<file path="src/rtl/mem_port_arbiter.sv">
// mem_port_arbiter: shares one single-ported memory between the instruction
// fetch port and the data (load/store) port. Data wins contention unless
// fetch has lost STARVE_LIMIT contested grants in a row. Every output is
// driven straight from a register.
//
// state   | meaning
// --------+---------------------------------------------------------------
// IDLE    | no access in flight, sampling requests
// ISSUE   | mem_en strobe asserted for the latched access
// WAIT    | counting down the memory read latency
// RESP    | one-cycle ack to the winning requester
module mem_port_arbiter #(
    parameter int ADDR_W       = 32,
    parameter int DATA_W       = 32,
    parameter int MEM_LATENCY  = 2,
    parameter int STARVE_LIMIT = 3
) (
    input  logic                clock,
    input  logic                reset,
    input  logic                if_req,
    input  logic [ADDR_W-1:0]   if_addr,
    output logic                if_ack,
    output logic [DATA_W-1:0]   if_rdata,
    input  logic                d_req,
    input  logic                d_we,
    input  logic [ADDR_W-1:0]   d_addr,
    input  logic [DATA_W-1:0]   d_wdata,
    input  logic [DATA_W/8-1:0] d_be,
    output logic                d_ack,
    output logic [DATA_W-1:0]   d_rdata,
    output logic                mem_en,
    output logic                mem_we,
    output logic [ADDR_W-1:0]   mem_addr,
    output logic [DATA_W-1:0]   mem_wdata,
    output logic [DATA_W/8-1:0] mem_be,
    input  logic [DATA_W-1:0]   mem_rdata,
    output logic                busy,
    output logic                last_grant
);

    localparam int CNT_W    = $clog2(MEM_LATENCY + 1);
    localparam int STARVE_W = $clog2(STARVE_LIMIT + 1);

    localparam logic [1:0] S_IDLE  = 2'd0;
    localparam logic [1:0] S_ISSUE = 2'd1;
    localparam logic [1:0] S_WAIT  = 2'd2;
    localparam logic [1:0] S_RESP  = 2'd3;

    logic [1:0]          state_q,      state_d;
    logic [CNT_W-1:0]    cnt_q,        cnt_d;
    logic [STARVE_W-1:0] starve_q,     starve_d;
    logic                we_q,         we_d;
    logic                mem_en_q,     mem_en_d;
    logic                mem_we_q,     mem_we_d;
    logic [ADDR_W-1:0]   mem_addr_q,   mem_addr_d;
    logic [DATA_W-1:0]   mem_wdata_q,  mem_wdata_d;
    logic [DATA_W/8-1:0] mem_be_q,     mem_be_d;
    logic                if_ack_q,     if_ack_d;
    logic                d_ack_q,      d_ack_d;
    logic [DATA_W-1:0]   if_rdata_q,   if_rdata_d;
    logic [DATA_W-1:0]   d_rdata_q,    d_rdata_d;
    logic                busy_q,       busy_d;
    logic                last_grant_q, last_grant_d;
    logic                fetch_wins;

    // Fetch wins when it is alone, or when data has starved it long enough.
    assign fetch_wins = if_req && (!d_req || (starve_q == STARVE_W'(STARVE_LIMIT)));

    // Next-state logic for the arbitration FSM and all registered outputs.
    always_comb begin
        state_d      = state_q;
        cnt_d        = cnt_q;
        starve_d     = starve_q;
        we_d         = we_q;
        mem_en_d     = 1'b0;
        mem_we_d     = 1'b0;
        mem_addr_d   = mem_addr_q;
        mem_wdata_d  = mem_wdata_q;
        mem_be_d     = mem_be_q;
        if_ack_d     = 1'b0;
        d_ack_d      = 1'b0;
        if_rdata_d   = if_rdata_q;
        d_rdata_d    = d_rdata_q;
        busy_d       = busy_q;
        last_grant_d = last_grant_q;

        case (state_q)
            S_IDLE: begin
                if (if_req || d_req) begin
                    if (fetch_wins) begin
                        we_d         = 1'b0;
                        mem_addr_d   = if_addr;
                        mem_wdata_d  = '0;
                        mem_be_d     = '0;
                        starve_d     = '0;
                        last_grant_d = 1'b0;
                    end else begin
                        we_d         = d_we;
                        mem_addr_d   = d_addr;
                        mem_wdata_d  = d_wdata;
                        mem_be_d     = d_be;
                        last_grant_d = 1'b1;
                        if (if_req && (starve_q != STARVE_W'(STARVE_LIMIT)))
                            starve_d = starve_q + STARVE_W'(1);
                    end
                    mem_en_d = 1'b1;
                    mem_we_d = fetch_wins ? 1'b0 : d_we;
                    busy_d   = 1'b1;
                    state_d  = S_ISSUE;
                end
            end
            S_ISSUE: begin
                cnt_d   = CNT_W'(MEM_LATENCY);
                state_d = S_WAIT;
            end
            S_WAIT: begin
                if (cnt_q == CNT_W'(1)) begin
                    // last_grant_q doubles as the identity of the current winner.
                    if (last_grant_q) begin
                        d_ack_d = 1'b1;
                        if (!we_q)
                            d_rdata_d = mem_rdata;
                    end else begin
                        if_ack_d   = 1'b1;
                        if_rdata_d = mem_rdata;
                    end
                    state_d = S_RESP;
                end else begin
                    cnt_d = cnt_q - CNT_W'(1);
                end
            end
            S_RESP: begin
                busy_d  = 1'b0;
                state_d = S_IDLE;
            end
            default: state_d = S_IDLE;
        endcase
    end

    // State register with synchronous active-low reset; reset abandons any access.
    always_ff @(posedge clock) begin
        if (!reset) begin
            state_q      <= S_IDLE;
            cnt_q        <= '0;
            starve_q     <= '0;
            we_q         <= 1'b0;
            mem_en_q     <= 1'b0;
            mem_we_q     <= 1'b0;
            mem_addr_q   <= '0;
            mem_wdata_q  <= '0;
            mem_be_q     <= '0;
            if_ack_q     <= 1'b0;
            d_ack_q      <= 1'b0;
            if_rdata_q   <= '0;
            d_rdata_q    <= '0;
            busy_q       <= 1'b0;
            last_grant_q <= 1'b0;
        end else begin
            state_q      <= state_d;
            cnt_q        <= cnt_d;
            starve_q     <= starve_d;
            we_q         <= we_d;
            mem_en_q     <= mem_en_d;
            mem_we_q     <= mem_we_d;
            mem_addr_q   <= mem_addr_d;
            mem_wdata_q  <= mem_wdata_d;
            mem_be_q     <= mem_be_d;
            if_ack_q     <= if_ack_d;
            d_ack_q      <= d_ack_d;
            if_rdata_q   <= if_rdata_d;
            d_rdata_q    <= d_rdata_d;
            busy_q       <= busy_d;
            last_grant_q <= last_grant_d;
        end
    end

    assign if_ack     = if_ack_q;
    assign if_rdata   = if_rdata_q;
    assign d_ack      = d_ack_q;
    assign d_rdata    = d_rdata_q;
    assign mem_en     = mem_en_q;
    assign mem_we     = mem_we_q;
    assign mem_addr   = mem_addr_q;
    assign mem_wdata  = mem_wdata_q;
    assign mem_be     = mem_be_q;
    assign busy       = busy_q;
    assign last_grant = last_grant_q;

endmodule

</file>
<file path="config.mk">
export PLATFORM = sky130hd
export DESIGN_NAME = mem_port_arbiter
export DESIGN_NICKNAME = d
export VERILOG_FILES = /design/src/rtl/mem_port_arbiter.sv
export SDC_FILE = /design/constraint.sdc
export NUM_CORES = 1
export LEC_CHECK = 0
export BUFFER_PORTS_ARGS = -buffer_cell sky130_fd_sc_hd__buf_2
export CAP_MARGIN = 25
export CELL_PAD_IN_SITES_DETAIL_PLACEMENT = 0
export CELL_PAD_IN_SITES_GLOBAL_PLACEMENT = 1
export CORE_MARGIN = 2
export CORE_UTILIZATION = 29
export DETAILED_ROUTE_END_ITERATION = 8
export PLACE_DENSITY_LB_ADDON = 0.1
export SETUP_SLACK_MARGIN = 0.05
export SLEW_MARGIN = 5
export SYNTH_ARGS = -nofsm -noshare
export SYNTH_HDL_FRONTEND = slang
export SYNTH_SLANG_ARGS = --single-unit
export TNS_END_PERCENT = 1
</file>
<file path="constraint.sdc">
create_clock -name clock -period 1.33 [get_ports clock]
set_input_delay 0.266 -clock clock [delete_from_list [all_inputs] [get_ports clock]]
set_output_delay 0.266 -clock clock [all_outputs]
set_load 0.03 [all_outputs]
</file>
==> results by group <==
Final layout
  • Final non-filler cell total: 1127
  • Layout area overhead: 47.5%
  • Share of cells above drive strength 1: between 40% and 50%
  • Fin nets: 1022
  • Final Util: between 40 and 50%
  • FILL cells: around 1900

Routing
  • TritonRoute pass-1 iters: 4
  • DR DRC count: 0
  • DR vias/cell: between 4 and 5
  • WL final: about 18 mm
  • Via Count: 5468
  • Initial drt markers: around 260
  • Wire per inst: about 16 um
  • Antenna Nets Post-Route: 0

Timing
  • Worst slew margin: between 70 and 80%
  • Fin crit share: 104%
  • Worst-Margin Slew: around 0.42 ns
  • RSZ-0062 raised after global routing: true
  • Maximum clock frequency: just over 700 MHz
  • Pins Over Slew Limit: 0
  • Min cycle time layout: ~1.4 ns
  • Worst Skew: between 0.01 and 0.015 ns
  • Final setup fails: 37
  • Final worst slack: -0.0562 ns
  • Hold Fails Final Rpt: 0
  • Setup tns final: -0.845 ns

Synth
  • Post-synthesis mux area share: less than 1%
  • Synth Area in Simple Gates: roughly 13%
  • Post-Synthesis Net Count: around 760
  • Avg Synthesized Cell Area: slightly below 9 sq um
  • Post-synthesis adder-cell area fraction: between 1 and 1.5%
  • Netlist cell types: 38
  • Part of the Yosys area used for sequential elements: 53.3%
  • Syn Inst Count: 613
  • #FFs+latches synth: about 150
  • Post-synthesis xor/xnor area fraction: 0%
  • Post-synthesis compound-gate area fraction: a little over a quarter
  • Post-Syn Area: approximately 5500 sq um
  • Main combinational cell family by area after synthesis: compound AO/OA/AOI/OAI gates
  • Synth warn: 0

Placement
  • Placed instance count: 1093
  • PortBufs: around 270
  • Setup WS pre-CTS: -0.0680 ns
  • DP HPWL: approximately 13 mm
  • GPL Wtd Cong: 0.764

Clocking
  • Clock latency at the later pin of the worst-skew pair: roughly 0.42 ns
  • Clock tree buffer depth: 2
  • H-tree depth: 4
  • Clock root buffer: clkbuf_16
  • CTS buffer count: 17
  • Clk sinks: 145
  • Clock Pin Slew Worst Setup and Hold Paths: roughly 0.06 ns
  • CTS tree: built

Pwr
  • Worst vdd ir: roughly 0.00080 V
  • Leak: about 3.7 nW
  • Power Density: 1820 nW/um^2
  • Total Power: 14.7 mW

Floorplanning
  • Initial Util: 29.3%
  • Top-level port count: roughly 280
  • Placeable core region: around 19000 sq um
  • Die area: 19900 sq um
  • Die Wd: roughly 140 um
  • Row cnt: 50
  • Die Ht: around 140 um

Worst setup path
  • Crit-path max cell delay: 0.35 ns
  • CP Launch Type: flop
  • Critical-path maximum fanout: 36
  • CP Class: reg -> reg
  • Slowest cell on the critical path: dfxtp_2
  • Arrival @ worst endpoint: roughly 1.7 ns
  • WP data required: approximately 1.6 ns
  • Critical Path Sink Type: flop
  • Cell Chain, Critical Path: inv_2, ha_4, o21a_4, nor2_4, buf_12, a22o_1

Global route
  • Largest net degree at the start of global routing: 49
  • First-pass GRT wire length: 27.9 mm
  • Initial antenna violation count: 1
  • Grt ovf: 0
  • Total track usage: between 10% and 20%
  • Vias in the first global route: 5233

Run status
  • Outcome: finished with violations
  • Failing checks: setup timing

Worst hold path
  • HP Class: in -> reg

Flow run
  • Max_cap viols: 0
metrics by stage:
step | cell area [sq um] | hold slack [ns]
finish | 8040 | 0.0573
global route | 8040 | 0.0371
CTS | 7920 | 0.0337
detailed placement | 7180 | 0.446
global placement | 7180 | 0.440
floorplan | 5500 | 0.392
layer usage:
layer / wire (um) / global-route usage (%)
met5: 0 / 0
met4: 405 / 7.00
met3: 1270 / 5.60
met2: 8500 / 28.2
met1: 7820 / 22.1
state kept, by name, summed over array words and instances (netlist names):
name        cells
mem_wdata      32
d_rdata        32
mem_be          4
cnt_q           2
busy            1
if_ack          1
state_q         2
mem_en          1
mem_we          1
starve_q        2
mem_addr       32
last_grant      1
if_rdata       32
we_q            1
d_ack           1
power by group:
part / leakage, nW / total [mW] / switching (mW) / internal, mW
logic: 2.22 / 4.40 / 2.79 / 1.61
registers: 1.18 / 5.32 / 0.339 / 4.98
clock network: 0.292 / 4.94 / 1.97 / 2.98
total: 3.70 / 14.7 / 5.09 / 9.57
Yosys cell counts, drive strengths merged:
| cell | number | area share (%) |
|---|---|---|
| and2b | 1 | 0.14 |
| and3 | 2 | 0.23 |
| nand3b | 1 | 0.14 |
| ha | 6 | 1.4 |
| nand4 | 1 | 0.11 |
| a22o | 36 | 5.8 |
| a211oi | 1 | 0.14 |
| a31o | 1 | 0.16 |
| o32ai | 1 | 0.16 |
| a21boi | 1 | 0.14 |
| and3b | 1 | 0.16 |
| nand4b | 1 | 0.44 |
| a311oi | 1 | 0.16 |
| nand2 | 103 | 7.1 |
| or3 | 1 | 0.11 |
| mux2i | 1 | 0.18 |
| nor2 | 8 | 0.69 |
| inv | 5 | 0.34 |
| a21oi | 69 | 6.5 |
| nand3 | 34 | 3.2 |
| nor2b | 1 | 0.11 |
| o21a | 1 | 0.28 |
| dfxtp | 145 | 53 |
| nand2b | 2 | 0.23 |
| o21ai | 97 | 9.0 |
| buf | 37 | 4.3 |
| a31oi | 32 | 3.7 |
| clkbuf | 21 | 1.5 |
| o221a | 2 | 0.41 |
cell type report:
class | count | area, sq um | area share (%)
Tap cell | 234 | 293 | 3.64
Sequential cell | 145 | 2910 | 36.2
Multi-Input combinational cell | 405 | 2420 | 30.1
Clock buffer | 17 | 425 | 5.29
Antenna cell | 1 | 2.50 | 0.0311
Timing Repair Buffer | 305 | 1780 | 22.2
Inverter | 5 | 21.3 | 0.265
Clock inverter | 15 | 183 | 2.27
what timing repair did:
| item | in CTS | in global routing |
|---|---|---|
| resized for setup | 33 | 62 |
| pin swaps | 16 | 11 |
| endpoints found under the setup margin | 142 | 148 |
| buffers inserted | 1 | 0 |
| hold buffers | 0 | 0 |
| gates cloned | 0 | 0 |
path summary, 6_finish.rpt:
kind / startpoint / end / slack, ns / cells past startpoint
hold reg to reg: if_rdata[28] / if_rdata[28] / 0.45 / 2
setup reg to reg: state_q[1] / mem_wdata[5] / -0.06 / 6
setup / recovery: state_q[1] / mem_wdata[5] / -0.06 / 6
hold / removal: d_wdata[1] / mem_wdata[1] / 0.06 / 2
worst max-delay path: cells and delay by family (launching register included):
family / cells / cell delay [ns]
AOI/OAI and AO/OA: 2 / 0.42
adders and majority gates: 1 / 0.17
buffers and inverters: 2 / 0.25
DFF: 1 / 0.35
and+or+nand+nor: 1 / 0.05
cell usage in the layout (no fill, tap or decap), types with 3 or more instances in the layout:
| master | netlist | final |
|---|---|---|
| a21oi_1 | 68 | 55 |
| a21oi_2 | 0 | 13 |
| a22o_1 | 36 | 36 |
| a31oi_1 | 32 | 32 |
| buf_12 | 0 | 11 |
| buf_2 | 24 | 263 |
| buf_4 | 7 | 23 |
| buf_6 | 5 | 4 |
| bufinv_16 | 0 | 3 |
| clkbuf_16 | 0 | 17 |
| clkbuf_4 | 0 | 4 |
| clkinv_2 | 0 | 3 |
| clkinvlp_4 | 0 | 3 |
| dfxtp_1 | 145 | 141 |
| dfxtp_2 | 0 | 3 |
| ha_4 | 0 | 4 |
| inv_6 | 0 | 3 |
| nand2_1 | 103 | 95 |
| nand2_4 | 0 | 6 |
| nand3_1 | 33 | 27 |
| nand3_2 | 1 | 7 |
| nor2_1 | 7 | 6 |
| o21ai_0 | 87 | 61 |
| o21ai_1 | 9 | 35 |
logic make-up (layout without fill, tap and decap cells):
family                   Yosys count  after routing
AO/OA/AOI/OAI                    242            242
other                              0              1
flip-flops                       145            145
AND/OR/NAND/NOR                  156            156
adder cells (fa/ha/maj)            6              6
buffers and inverters             63            342
multiplexers                       1              1
No activity file was read; power rests on OpenSTA's default activity.
